<file path="config.mk">
export PLATFORM = sky130hd
export DESIGN_NAME = sipo_deframer
export DESIGN_NICKNAME = d
export VERILOG_FILES = /design/src/rtl/sipo_deframer.sv
export SDC_FILE = /design/constraint.sdc
export NUM_CORES = 1
export LEC_CHECK = 0
export BUFFER_PORTS_ARGS = -buffer_cell sky130_fd_sc_hd__buf_4
export CAP_MARGIN = 20
export CORE_MARGIN = 2
export CORE_UTILIZATION = 30
export CTS_CLUSTER_DIAMETER = 80
export DETAILED_ROUTE_END_ITERATION = 10
export PLACE_DENSITY = 0.51
export SLEW_MARGIN = 5
export SYNTH_ARGS = -nofsm -noshare
export SYNTH_HDL_FRONTEND = slang
export SYNTH_SLANG_ARGS = --single-unit
export TNS_END_PERCENT = 100
</file>
<file path="constraint.sdc">
create_clock -name clk -period 1.7 [get_ports clk]
set_input_delay 0.34 -clock clk [delete_from_list [all_inputs] [get_ports clk]]
set_output_delay 0.34 -clock clk [all_outputs]
set_load 0.02 [all_outputs]
</file>
<file path="src/rtl/sipo_deframer.sv">
// sipo_deframer
// ---------------------------------------------------------------------------
// Serial-in / parallel-out deframer. It hunts the strobed bit stream for a
// WIDTH-bit sync word. After a match it assembles FRAME_WORDS payload words,
// first bit received = MSB, and presents each word on a valid/ready output
// register. When the last word of a frame commits, the block returns to
// hunting with a cleared history.
//
// Optional feature: define DEFRAMER_PARITY_EN to expect one even-parity bit
// after every payload word. The word commits on the parity-bit edge, and
// parity_err pulses on a mismatch. The word is still delivered in that case.
//
// Ports
//   clk         : clock, all state changes on posedge
//   rst         : synchronous active-high reset
//   sin         : serial data bit
//   sin_en      : bit strobe, sin is sampled only when high
//   dout        : assembled payload word
//   dout_valid  : dout holds an unconsumed word
//   dout_ready  : consumer accepts dout on an edge with dout_valid=1
//   frame_start : one-cycle pulse after the sync word is matched
//   frame_end   : one-cycle pulse with the commit of the frame's last word
//   overflow    : sticky, set when a completed word had to be dropped
//   parity_err  : one-cycle parity mismatch pulse (0 without parity build)
//   in_frame    : high while a frame payload is being received
// ---------------------------------------------------------------------------
module sipo_deframer #(
    parameter int               WIDTH       = 8,
    parameter logic [WIDTH-1:0] SYNC_WORD   = 8'hA5,
    parameter int               FRAME_WORDS = 4
) (
    input  logic             clk,
    input  logic             rst,
    input  logic             sin,
    input  logic             sin_en,
    output logic [WIDTH-1:0] dout,
    output logic             dout_valid,
    input  logic             dout_ready,
    output logic             frame_start,
    output logic             frame_end,
    output logic             overflow,
    output logic             parity_err,
    output logic             in_frame
);

    localparam int BCW = $clog2(WIDTH + 1);

`ifdef DEFRAMER_PARITY_EN
    typedef enum logic [1:0] {S_HUNT, S_PAYLOAD, S_PARITY} state_t;
`else
    typedef enum logic [1:0] {S_HUNT, S_PAYLOAD} state_t;
`endif

    state_t           state, state_n;
    logic [WIDTH-1:0] hunt, hunt_n, hunt_shift;
    logic [BCW-1:0]   hunt_cnt, hunt_cnt_n;   // strobed bits of history, saturates at WIDTH
    logic [WIDTH-1:0] shreg, shreg_n;
    logic [BCW-1:0]   bit_cnt, bit_cnt_n;
    logic [7:0]       word_cnt, word_cnt_n;
    logic [WIDTH-1:0] dout_n;
    logic             dout_valid_n, frame_start_n, frame_end_n, overflow_n;
    logic             commit;
    logic [WIDTH-1:0] commit_word;
`ifdef DEFRAMER_PARITY_EN
    logic             parity_err_n;
`endif

    // State register
    always_ff @(posedge clk) begin
        if (rst) begin
            state       <= S_HUNT;
            hunt        <= '0;
            hunt_cnt    <= '0;
            shreg       <= '0;
            bit_cnt     <= '0;
            word_cnt    <= '0;
            dout        <= '0;
            dout_valid  <= 1'b0;
            frame_start <= 1'b0;
            frame_end   <= 1'b0;
            overflow    <= 1'b0;
        end else begin
            state       <= state_n;
            hunt        <= hunt_n;
            hunt_cnt    <= hunt_cnt_n;
            shreg       <= shreg_n;
            bit_cnt     <= bit_cnt_n;
            word_cnt    <= word_cnt_n;
            dout        <= dout_n;
            dout_valid  <= dout_valid_n;
            frame_start <= frame_start_n;
            frame_end   <= frame_end_n;
            overflow    <= overflow_n;
        end
    end

`ifdef DEFRAMER_PARITY_EN
    always_ff @(posedge clk) begin
        if (rst) parity_err <= 1'b0;
        else     parity_err <= parity_err_n;
    end
`else
    assign parity_err = 1'b0;
`endif

    assign in_frame = (state != S_HUNT);

    // Next-state, datapath and handshake
    always_comb begin
        state_n       = state;
        hunt_n        = hunt;
        hunt_cnt_n    = hunt_cnt;
        shreg_n       = shreg;
        bit_cnt_n     = bit_cnt;
        word_cnt_n    = word_cnt;
        dout_n        = dout;
        dout_valid_n  = dout_valid;
        frame_start_n = 1'b0;
        frame_end_n   = 1'b0;
        overflow_n    = overflow;
        commit        = 1'b0;
        commit_word   = '0;
        hunt_shift    = (hunt << 1) | {{(WIDTH-1){1'b0}}, sin};
`ifdef DEFRAMER_PARITY_EN
        parity_err_n  = 1'b0;
`endif

        case (state)
            S_HUNT: begin
                if (sin_en) begin
                    hunt_n = hunt_shift;
                    if (hunt_cnt != BCW'(WIDTH))
                        hunt_cnt_n = hunt_cnt + 1'b1;
                    // This bit completes at least WIDTH bits of history.
                    // Leading zeros from reset must not take part in a match.
                    if (hunt_shift == SYNC_WORD && hunt_cnt >= BCW'(WIDTH - 1)) begin
                        state_n       = S_PAYLOAD;
                        frame_start_n = 1'b1;
                        bit_cnt_n     = '0;
                        word_cnt_n    = '0;
                        shreg_n       = '0;
                    end
                end
            end
            S_PAYLOAD: begin
                if (sin_en) begin
                    shreg_n = (shreg << 1) | {{(WIDTH-1){1'b0}}, sin};
                    if (bit_cnt == BCW'(WIDTH - 1)) begin
                        bit_cnt_n = '0;
`ifdef DEFRAMER_PARITY_EN
                        state_n   = S_PARITY;
`else
                        commit      = 1'b1;
                        commit_word = shreg_n;
`endif
                    end else begin
                        bit_cnt_n = bit_cnt + 1'b1;
                    end
                end
            end
`ifdef DEFRAMER_PARITY_EN
            S_PARITY: begin
                if (sin_en) begin
                    commit       = 1'b1;
                    commit_word  = shreg;
                    // Even parity: data bits plus the parity bit hold an even number of ones.
                    parity_err_n = (^shreg) ^ sin;
                    state_n      = S_PAYLOAD;
                end
            end
`endif
            default: state_n = S_HUNT;
        endcase

        if (commit) begin
            if (word_cnt == 8'(FRAME_WORDS - 1)) begin
                frame_end_n = 1'b1;
                state_n     = S_HUNT;
                hunt_n      = '0;
                hunt_cnt_n  = '0;
                word_cnt_n  = '0;
            end else begin
                word_cnt_n = word_cnt + 1'b1;
            end
        end

        // Output register: a new word wins over an accept. A word completed
        // while the old one is still unaccepted is dropped.
        if (commit && (!dout_valid || dout_ready)) begin
            dout_n       = commit_word;
            dout_valid_n = 1'b1;
        end else begin
            if (commit)
                overflow_n = 1'b1;
            if (dout_valid && dout_ready)
                dout_valid_n = 1'b0;
        end
    end

endmodule
</file>
==> results by group, run 1 <==
Critical path
  • Critical path arrival: 1.85 ns
  • Reg2reg end: word_cnt[0]
  • Critical path startpoint: hunt[2]
  • CP max FO: 8
  • CP Class: flop to flop
  • R2R Setup Slk: 0.04 ns
  • Worst Setup End Kind: flop
  • Reg2reg start: hunt[2]
  • Setup crit start kind: flop
  • CP required: 1.89 ns
  • Cells on worst reg2reg path: 4

Hold path
  • Hold crit path type: input pin to flop
  • Hold endpoint: dout_valid
  • Hold Crit Start: rst
  • Worst Hold Depth: 2

Layout
  • Fillers: 579
  • Area of the multi-input gates: 971 µm²
  • Diode count: 0
  • Layout area overhead: 32.1%
  • Share of cells above drive strength 1: 29.5%
  • Nets: 235
  • Utilization after layout: 41.0%
  • Sequential Area: 885 µm²

Power and ir drop
  • Sequential power share: 53.2%
  • Comb pwr share: 4.8%
  • Net switching power: 0.434 mW
  • Worst vdd ir: 0.000400 V
  • Internal power of the cells: 1.52 mW
  • Pwr Density: 806 nW/µm²
  • Switch share: 22.1%
  • Clk pwr share: 42.0%
  • Lkg Pwr: 0.985 nW

Clock tree
  • Sink Count: 44
  • Clk_lat worst skew: 0.29 ns
  • CTS Buffer Depth: 2
  • CTS clk-pin slew, worst paths: 0.09 ns
  • Post-CTS setup buffer count: 0
  • Root Buffer: clkbuf_8
  • Total CTS buffers: 5
  • H-tree Lvls: 2
  • TritonCTS clock tree: yes

Route
  • Via density: 4.77
  • Max layer used: met4
  • Detailed Routing Iterations Pass 1: 4
  • Vias: 1442
  • DRT antenna net count: 0
  • WL met2: 1.54 mm
  • Iter 0 DRT Violations: 37
  • WL met3: 154 µm
  • DR DRC count: 0
  • Routed wire length: 3.53 mm
  • Wire per inst: 11.7 µm
  • WL met1: 1.80 mm

Synth
  • Simple-Gate Fraction of Synth Area: 21.5%
  • Top cells by area, synth: dfxtp_1 (48%), mux2i_1 (9.3%), nor2_1 (5.3%)
  • XOR/XNOR Fraction of Synth Area: 1.91%
  • Distinct cells, synth: 41
  • Post-synth EDFFs: 0
  • Ys Warns: 0
  • Synth Area in Adders: 2.72%
  • Mapped Avg Cell Area: 10.2 µm²
  • Share of flip-flops with an asynchronous set or reset: 0%
  • Compound-Gate Fraction of Synth Area: 13.2%
  • Most common cell in the netlist: dfxtp_1
  • Mapped cell area: 1840 µm²
  • Top_reg_cell synth: dfxtp_1
  • Synthesis-stage register bit count: 44
  • Top-area cell type share of the netlist area: 47.9%
  • Largest family of logic cells by synthesized area: simple AND/OR/NAND/NOR gates
  • Sequential-to-total area share from yosys stat: 47.9%
  • Area leader, netlist: dfxtp_1
  • Top post-synthesis cells by count: dfxtp_1 (44), nor2_1 (26), mux2i_1 (17), a22o_1 (11), a21oi_1 (8)
  • Cells after synthesis: 181
  • Portion of netlist area occupied by mux cells: 9.87%

Place
  • Pre-CTS setup slack: -0.0441 ns
  • # port buffers: 17
  • Placer Congestion: 0.749
  • Detailed Place HPWL: 2.47 mm

Floorplanning
  • Die area: 6770 µm²
  • Initial Util: 31.0%
  • Site Rows: 28
  • Chip height: 82.3 µm
  • Die outline width: 82.3 µm
  • Placeable Area: 5920 µm²
  • I/O Pins: 19

Global route
  • Total global-route track usage: 11.8%
  • First-pass GRT wire length: 6.20 mm
  • Initial antenna violation count: 0
  • Vias in the first global route: 1362
  • Largest net degree at the start of global routing: 16
  • Global route total overflow: 0

STA
  • Setup_tns: 0 ns
  • Final Slew Violations: 0
  • Final period utilization: 97.6%
  • # setup viols final: 0
  • FMAX: 603 MHz
  • Crit path time final: 1.66 ns
  • Setup ws final: 0.0405 ns
  • RSZ-0062 raised after global routing: true
  • Hold Vio Cnt, Final: 0
  • Final Skew: 0.00798 ns

Flow run
  • Max cap viols: 0

Status
  • Status: completed
==> flip-flops by register name (all words and copies together), names as in the netlist <==
name         flops
frame_start      1
dout             8
shreg            7
hunt_cnt         4
hunt             7
word_cnt         8
frame_end        1
bit_cnt          4
dout_valid       1
overflow         1
state            2
==> power groups by stage <==
stage	sequential (mW)	clock, mW	combinational [mW]
after global routing	1.04	0.903	0.104
after detailed placement	1.06	0	0.0910
after global placement	1.06	0	0.0917
final	1.04	0.822	0.0938
after floorplan	1.06	0	0.0534
after CTS	1.04	0.858	0.0934
==> routing by layer <==
layer	vias up	GRT usage, %
met3	5	3.37
li1	746	-
met4	0	4.00
met2	28	17.7
met5	-	0
met1	663	16.3
==> through the flow <==
step / power, mW / hold WS, ns / cell area, µm² / instances
after CTS: 1.99 / 0.271 / 2400 / 302
after detailed placement: 1.16 / 0.461 / 2260 / 294
after global routing: 2.05 / 0.271 / 2430 / 302
after global placement: 1.16 / 0.451 / 2260 / 294
after floorplan: 1.12 / 0.442 / 1860 / 182
final: 1.96 / 0.276 / 2430 / 302
==> what timing repair did <==
item	4_1_cts	5_1_grt
pin swaps	0	6
hold buffers	0	0
setup endpoints to repair	3	12
gates resized for setup	2	6
==> area by class of cell <==
type | instances | area share, %
tap | 75 | 3.86
inverter | 4 | 0.618
timing repair buffer | 43 | 14.3
multi-input combinational | 128 | 40.0
clock inverter | 3 | 1.96
clock buffer | 5 | 2.83
sequential | 44 | 36.4
==> critical path: stages, from the launching register on <==
cell	delay (ns)
dfxtp_2	0.33
nand4bb_4	0.22
or4b_4	0.55
nor3b_4	0.20
mux2_2	0.26
==> cell families after synthesis <==
kind of cell               Yosys count
and+or+nand+nor                     67
xor gates and xnor gates             4
AOI/OAI and AO/OA                   33
adders and majority gates            4
buffers and inverters               10
other                                1
DFF                                 44
muxes                               18
==> placed cells by master (no fill, tap or decap), types with 4 or more instances in the layout <==
master,n
dfxtp_1,41
buf_4,41
nor2_1,25
mux2i_1,17
a22o_1,11
a21oi_1,8
nor3_1,6
clkbuf_8,5
inv_1,4
nand3b_1,4
nand3_1,4
nand2_1,4
a211o_1,4
==> worst max path at each step <==
stage,end,cells past startpoint
floorplan,word_cnt[2],5
CTS,word_cnt[5],5
detailed placement,word_cnt[5],5
global route,shreg[4],4
global placement,word_cnt[5],5
finish,word_cnt[0],4
Power figures use the tool's default switching activity.
==> run 2: changes to the inputs <==
--- a/config.mk
+++ b/config.mk
@@ -11,7 +11,8 @@
 export CORE_UTILIZATION = 30
 export CTS_CLUSTER_DIAMETER = 80
 export DETAILED_ROUTE_END_ITERATION = 10
-export PLACE_DENSITY = 0.51
+export HOLD_SLACK_MARGIN = 0.02
+export PLACE_DENSITY = 0.49
 export SLEW_MARGIN = 5
 export SYNTH_ARGS = -nofsm -noshare
 export SYNTH_HDL_FRONTEND = slang
==> constraint.sdc (replaced) <==
create_clock -name clk -period 1.9 [get_ports clk]
set_input_delay 0.38 -clock clk [delete_from_list [all_inputs] [get_ports clk]]
set_output_delay 0.38 -clock clk [all_outputs]
set_load 0.02 [all_outputs]
==> run 2 against run 1 <==
Net effect: design area decreased by 9.4%; sequential share of layout area up 3.6 points; hold slack better by 0.059 ns; total power shrank 21%; via count is 6.0% lower; critical path depth stayed put; largest power group unchanged; fmax decreased by 6.1%; flip-flop and latch count unchanged.
==> results by group, run 2 (same netlist as run 1, synthesis figures left out) <==
Status
  • Status: completed

STA
  • # setup viols final: 0
  • Final Slew Violations: 0
  • Worst-margin pin slew: 0.637 ns
  • Final period utilization: 93.0%
  • Hold Vio Cnt, Final: 0
  • Final Skew: 0.00385 ns
  • RSZ-0062 raised after global routing: false
  • FMAX: 566 MHz
  • Slew HR: 57.5%
  • Setup_tns: 0 ns
  • Worst hold slack: 0.335 ns
  • Crit path time final: 1.77 ns

Power and ir drop
  • Pwr Total: 1.55 mW
  • Worst vdd ir: 0.000357 V
  • Pwr Density: 704 nW/µm²
  • Lkg Pwr: 0.867 nW

Route
  • DRT antenna net count: 0
  • DR DRC count: 0
  • Detailed Routing Iterations Pass 1: 4
  • Via density: 4.77
  • Vias: 1355
  • Wire per inst: 11.9 µm
  • Routed wire length: 3.39 mm
  • Iter 0 DRT Violations: 51

Global route
  • Global route total overflow: 0
  • Vias in the first global route: 1273
  • First-pass GRT wire length: 5.82 mm
  • Total global-route track usage: 11.3%
  • Initial antenna violation count: 0
  • Largest net degree at the start of global routing: 21

Clock tree
  • TritonCTS clock tree: yes
  • CTS clk-pin slew, worst paths: 0.08 ns
  • Total CTS buffers: 5
  • Clk_lat worst skew: 0.29 ns
  • Root Buffer: clkbuf_8
  • CTS Buffer Depth: 2
  • Hold_buf cts: 0
  • Sink Count: 44
  • H-tree Lvls: 2

Layout
  • Fillers: 622
  • Final non-filler cell total: 284
  • Diode count: 0
  • Largest registers: dout: 8 flops, word_cnt: 8 flops
  • Sequential Area: 881 µm²
  • Nets: 218
  • Share of cells above drive strength 1: 20.1%
  • Most frequent cells in the layout: dfxtp_1 (44), nor2_1 (26), buf_4 (25)
  • Area of the multi-input gates: 921 µm²
  • Commonest non-fill, non-tap cell in the layout: dfxtp_1
  • Layout area overhead: 19.7%

Floorplanning
  • Die area: 6770 µm²
  • I/O Pins: 19
  • Site Rows: 28
  • Chip height: 82.3 µm
  • Initial Util: 31.0%
  • Die outline width: 82.3 µm
  • Placeable Area: 5920 µm²

Hold path
  • Hold crit path type: input pin to flop
  • Worst Hold Depth: 2

Place
  • Detailed Place HPWL: 2.38 mm
  • # port buffers: 17
  • Cells after DPL: 277
  • Placer Congestion: 0.711

Critical path
  • Chain of cells forming the critical path: nand4bb_1, or4b_4, nor3b_2, a211o_1
  • CP Class: flop to flop
  • Worst Setup End Kind: flop
  • CP required: 2.09 ns
  • Critical path arrival: 1.96 ns
  • Crit-path slowest cell: or4b_4
  • Critical Path Max Stage Delay: 0.57 ns
  • Cells on worst reg2reg path: 4
  • CP max FO: 8
  • Setup crit start kind: flop

Flow run
  • Max cap viols: 0
run 2: where the power goes:
group | internal [mW] | leakage, nW | total (mW) | switching [mW]
combinational | 0.0251 | 0.472 | 0.0626 | 0.0374
clock | 0.249 | 0.0400 | 0.554 | 0.305
sequential | 0.927 | 0.355 | 0.932 | 0.00505
total | 1.20 | 0.867 | 1.55 | 0.348
run 2: final timing paths:
kind / start / endpoint / slack (ns)
worst max-delay path: hunt[3] / word_cnt[4] / 0.13
worst min-delay path: sin / shreg[0] / 0.34
worst max register to register: hunt[3] / word_cnt[4] / 0.13
worst min register to register: overflow / overflow / 0.48
run 2: critical path: cells and delay by family, from the launching register on:
kind,cells,cell delay [ns]
DFF,1,0.32
AOI/OAI and AO/OA,1,0.30
and+or+nand+nor,3,1.03
run 2: area by class of cell:
type	instances	area share, %
repair buffers	26	9.44
well taps	75	4.27
clock buffers	5	3.13
clock inverters	2	0.569
multi-input cells	128	41.9
flip-flops and latches	44	40.0
inverters	4	0.683
run 2: per-layer routing:
layer / global-route usage (%) / share of wire (%) / vias to the layer above
met4: 4.00 / 1.2 / 0
met3: 4.78 / 5.5 / 4
met1: 14.9 / 49 / 618
met5: 0 / 0 / -
li1: - / - / 708
met2: 16.6 / 44 / 25
run 2: repair_timing:
item                                    CTS  global route
resized for setup                         0             1
buffers inserted                          0             0
endpoints found under the setup margin    0             1
endpoints found under the hold margin     0             0
run 2: stage by stage:
stage,area (µm²),utilization (%),setup slack (ns)
2_1_floorplan,1840,-,0.162
3_3_place_gp,2110,35.6,0.0865
3_5_place_dp,2110,35.6,0.0767
4_1_cts,2190,37.0,0.120
5_1_grt,2200,37.2,0.0464
6_report,2200,37.2,0.133
==> run 3: changes to the inputs <==
--- a/config.mk
+++ b/config.mk
@@ -8,11 +8,11 @@
 export BUFFER_PORTS_ARGS = -buffer_cell sky130_fd_sc_hd__buf_4
 export CAP_MARGIN = 20
 export CORE_MARGIN = 2
-export CORE_UTILIZATION = 30
+export CORE_UTILIZATION = 40
 export CTS_CLUSTER_DIAMETER = 80
 export DETAILED_ROUTE_END_ITERATION = 10
 export HOLD_SLACK_MARGIN = 0.02
-export PLACE_DENSITY = 0.49
+export PLACE_DENSITY = 0.61
 export SLEW_MARGIN = 5
 export SYNTH_ARGS = -nofsm -noshare
 export SYNTH_HDL_FRONTEND = slang
==> run 3 against run 2 <==
Net effect: non-clock buffer count decreased by 1; sequential power about the same; design area decreased by 2.6%; global-route usage up 3.8 points; first-iteration DRC count rose by 9.8%; routed wire length is 5.2% higher; flip-flop and latch count unchanged; count of clock-buffer cells in the layout unchanged; fmax shrank 0.93%; register-to-register slack got worse by 0.02 ns; hold slack lost 0.0056 ns; critical path type unchanged; highest routed layer unchanged.
==> results by group, run 3 (same netlist as run 1, synthesis figures left out) <==
Status
  • Status: completed

Floorplanning
  • Placeable Area: 4380 µm²
  • Die area: 5150 µm²
  • Chip height: 71.8 µm
  • Site Rows: 24
  • Die outline width: 71.8 µm
  • Initial Util: 41.9%
  • I/O Pins: 19

Critical path
  • Setup crit start kind: flop
  • CP max FO: 8
  • Worst Setup End Kind: flop
  • Critical path arrival: 1.97 ns
  • CP required: 2.09 ns
  • CP Class: flop to flop

Clock tree
  • Post-CTS setup buffer count: 0
  • Post-cts sizing count: 0
  • CTS clk-pin slew, worst paths: 0.08 ns
  • TritonCTS clock tree: yes
  • Hold_buf cts: 0
  • CTS Buffer Depth: 2
  • Sink Count: 44
  • Total CTS buffers: 5
  • H-tree Lvls: 2
  • Root Buffer: clkbuf_8
  • Clk_lat worst skew: 0.30 ns

Global route
  • First-pass GRT wire length: 6.09 mm
  • Total global-route track usage: 15.2%
  • Largest net degree at the start of global routing: 21
  • Vias in the first global route: 1387
  • Initial antenna violation count: 0
  • Global route total overflow: 0

Route
  • Iter 0 DRT Violations: 56
  • Vias: 1408
  • Detailed Routing Iterations Pass 1: 4
  • Via density: 5.42
  • DR DRC count: 0
  • Routed wire length: 3.57 mm
  • DRT antenna net count: 0
  • Wire per inst: 13.7 µm

Power and ir drop
  • Clk pwr share: 35.8%
  • Sequential power share: 60.0%
  • Worst vdd ir: 0.000366 V
  • Net switching power: 0.349 mW
  • Switch share: 22.5%
  • Comb pwr share: 4.2%
  • Lkg Pwr: 0.859 nW
  • Internal power of the cells: 1.20 mW
  • Pwr Density: 724 nW/µm²

Layout
  • Nets: 217
  • Diode count: 0
  • Share of cells above drive strength 1: 19.7%
  • Largest registers: dout: 8 flops, word_cnt: 8 flops
  • Most frequent cells in the layout: dfxtp_1 (44), nor2_1 (26), buf_4 (25)
  • Final non-filler cell total: 260
  • Layout area overhead: 16.5%
  • Sequential Area: 881 µm²
  • Fillers: 426
  • Commonest non-fill, non-tap cell in the layout: dfxtp_1
  • Area of the multi-input gates: 912 µm²

STA
  • Final period utilization: 93.9%
  • RSZ-0062 raised after global routing: true
  • # setup viols final: 0
  • Worst-margin pin slew: 0.646 ns
  • Final Slew Violations: 0
  • FMAX: 561 MHz
  • Setup_tns: 0 ns
  • Slew HR: 57.0%
  • Final Skew: 0.00962 ns
  • Crit path time final: 1.78 ns
  • Hold Vio Cnt, Final: 0

Place
  • Placer Congestion: 0.752
  • Detailed Place HPWL: 2.62 mm
  • Cells after DPL: 253
  • # port buffers: 17

Hold path
  • Hold crit path type: input pin to flop

Flow run
  • Max cap viols: 0
==> run 3: changes by cell type in the layout (fill, tap and decap cells not counted), sizes merged <==
| cell | previous run | this run |
|---|---|---|
| buf | 26 | 25 |
==> run 3: area by class of cell <==
cell class / instances / share of cell area [%]
sequential: 44 / 41.1
clock inverter: 2 / 0.584
clock buffer: 5 / 3.21
multi-input combinational: 128 / 42.6
tap: 52 / 3.04
timing repair buffer: 25 / 8.76
inverter: 4 / 0.701
==> run 3: metrics by stage <==
stage | total power, mW | utilization, % | setup WS, ns | cell area (µm²) | hold WS, ns
floorplan | 0.998 | - | 0.162 | 1840 | 0.442
global placement | 1.02 | 47.0 | 0.107 | 2060 | 0.457
detailed placement | 1.02 | 47.0 | 0.0823 | 2060 | 0.467
CTS | 1.57 | 48.9 | 0.0943 | 2140 | 0.322
global route | 1.62 | 48.9 | -0.0332 | 2140 | 0.325
finish | 1.55 | 48.9 | 0.116 | 2140 | 0.330
==> run 3: critical path: stages, from the launching register on <==
cell and delay [ns]:
dfxtp_1 0.36, ha_1 0.19, a21oi_1 0.10, or4b_4 0.49, nor3b_2 0.23, a211o_1 0.31
==> run 3: path summary, 6_finish.rpt <==
| path | startpoint | end | cells after the start | slack (ns) |
|---|---|---|---|---|
| max | hunt_cnt[0] | word_cnt[4] | 5 | 0.12 |
| min | sin | shreg[0] | 2 | 0.33 |
| max reg2reg | hunt_cnt[0] | word_cnt[4] | 5 | 0.12 |
| min reg2reg | overflow | overflow | 2 | 0.49 |
==> run 3: power by group through the flow <==
stage / registers [mW] / clock network [mW] / logic, mW
after global placement: 0.952 / 0 / 0.0630
after CTS: 0.931 / 0.575 / 0.0662
after global routing: 0.932 / 0.614 / 0.0736
after floorplan: 0.952 / 0 / 0.0455
after detailed placement: 0.953 / 0 / 0.0661
final: 0.931 / 0.555 / 0.0654
==> run 3: routing by layer <==
metal	global-route usage, %	up-vias	wire length (µm)
li1	-	703	-
met1	17.2	682	1610
met2	26.3	16	1780
met3	4.78	7	122
met4	6.29	0	62
met5	0	-	0
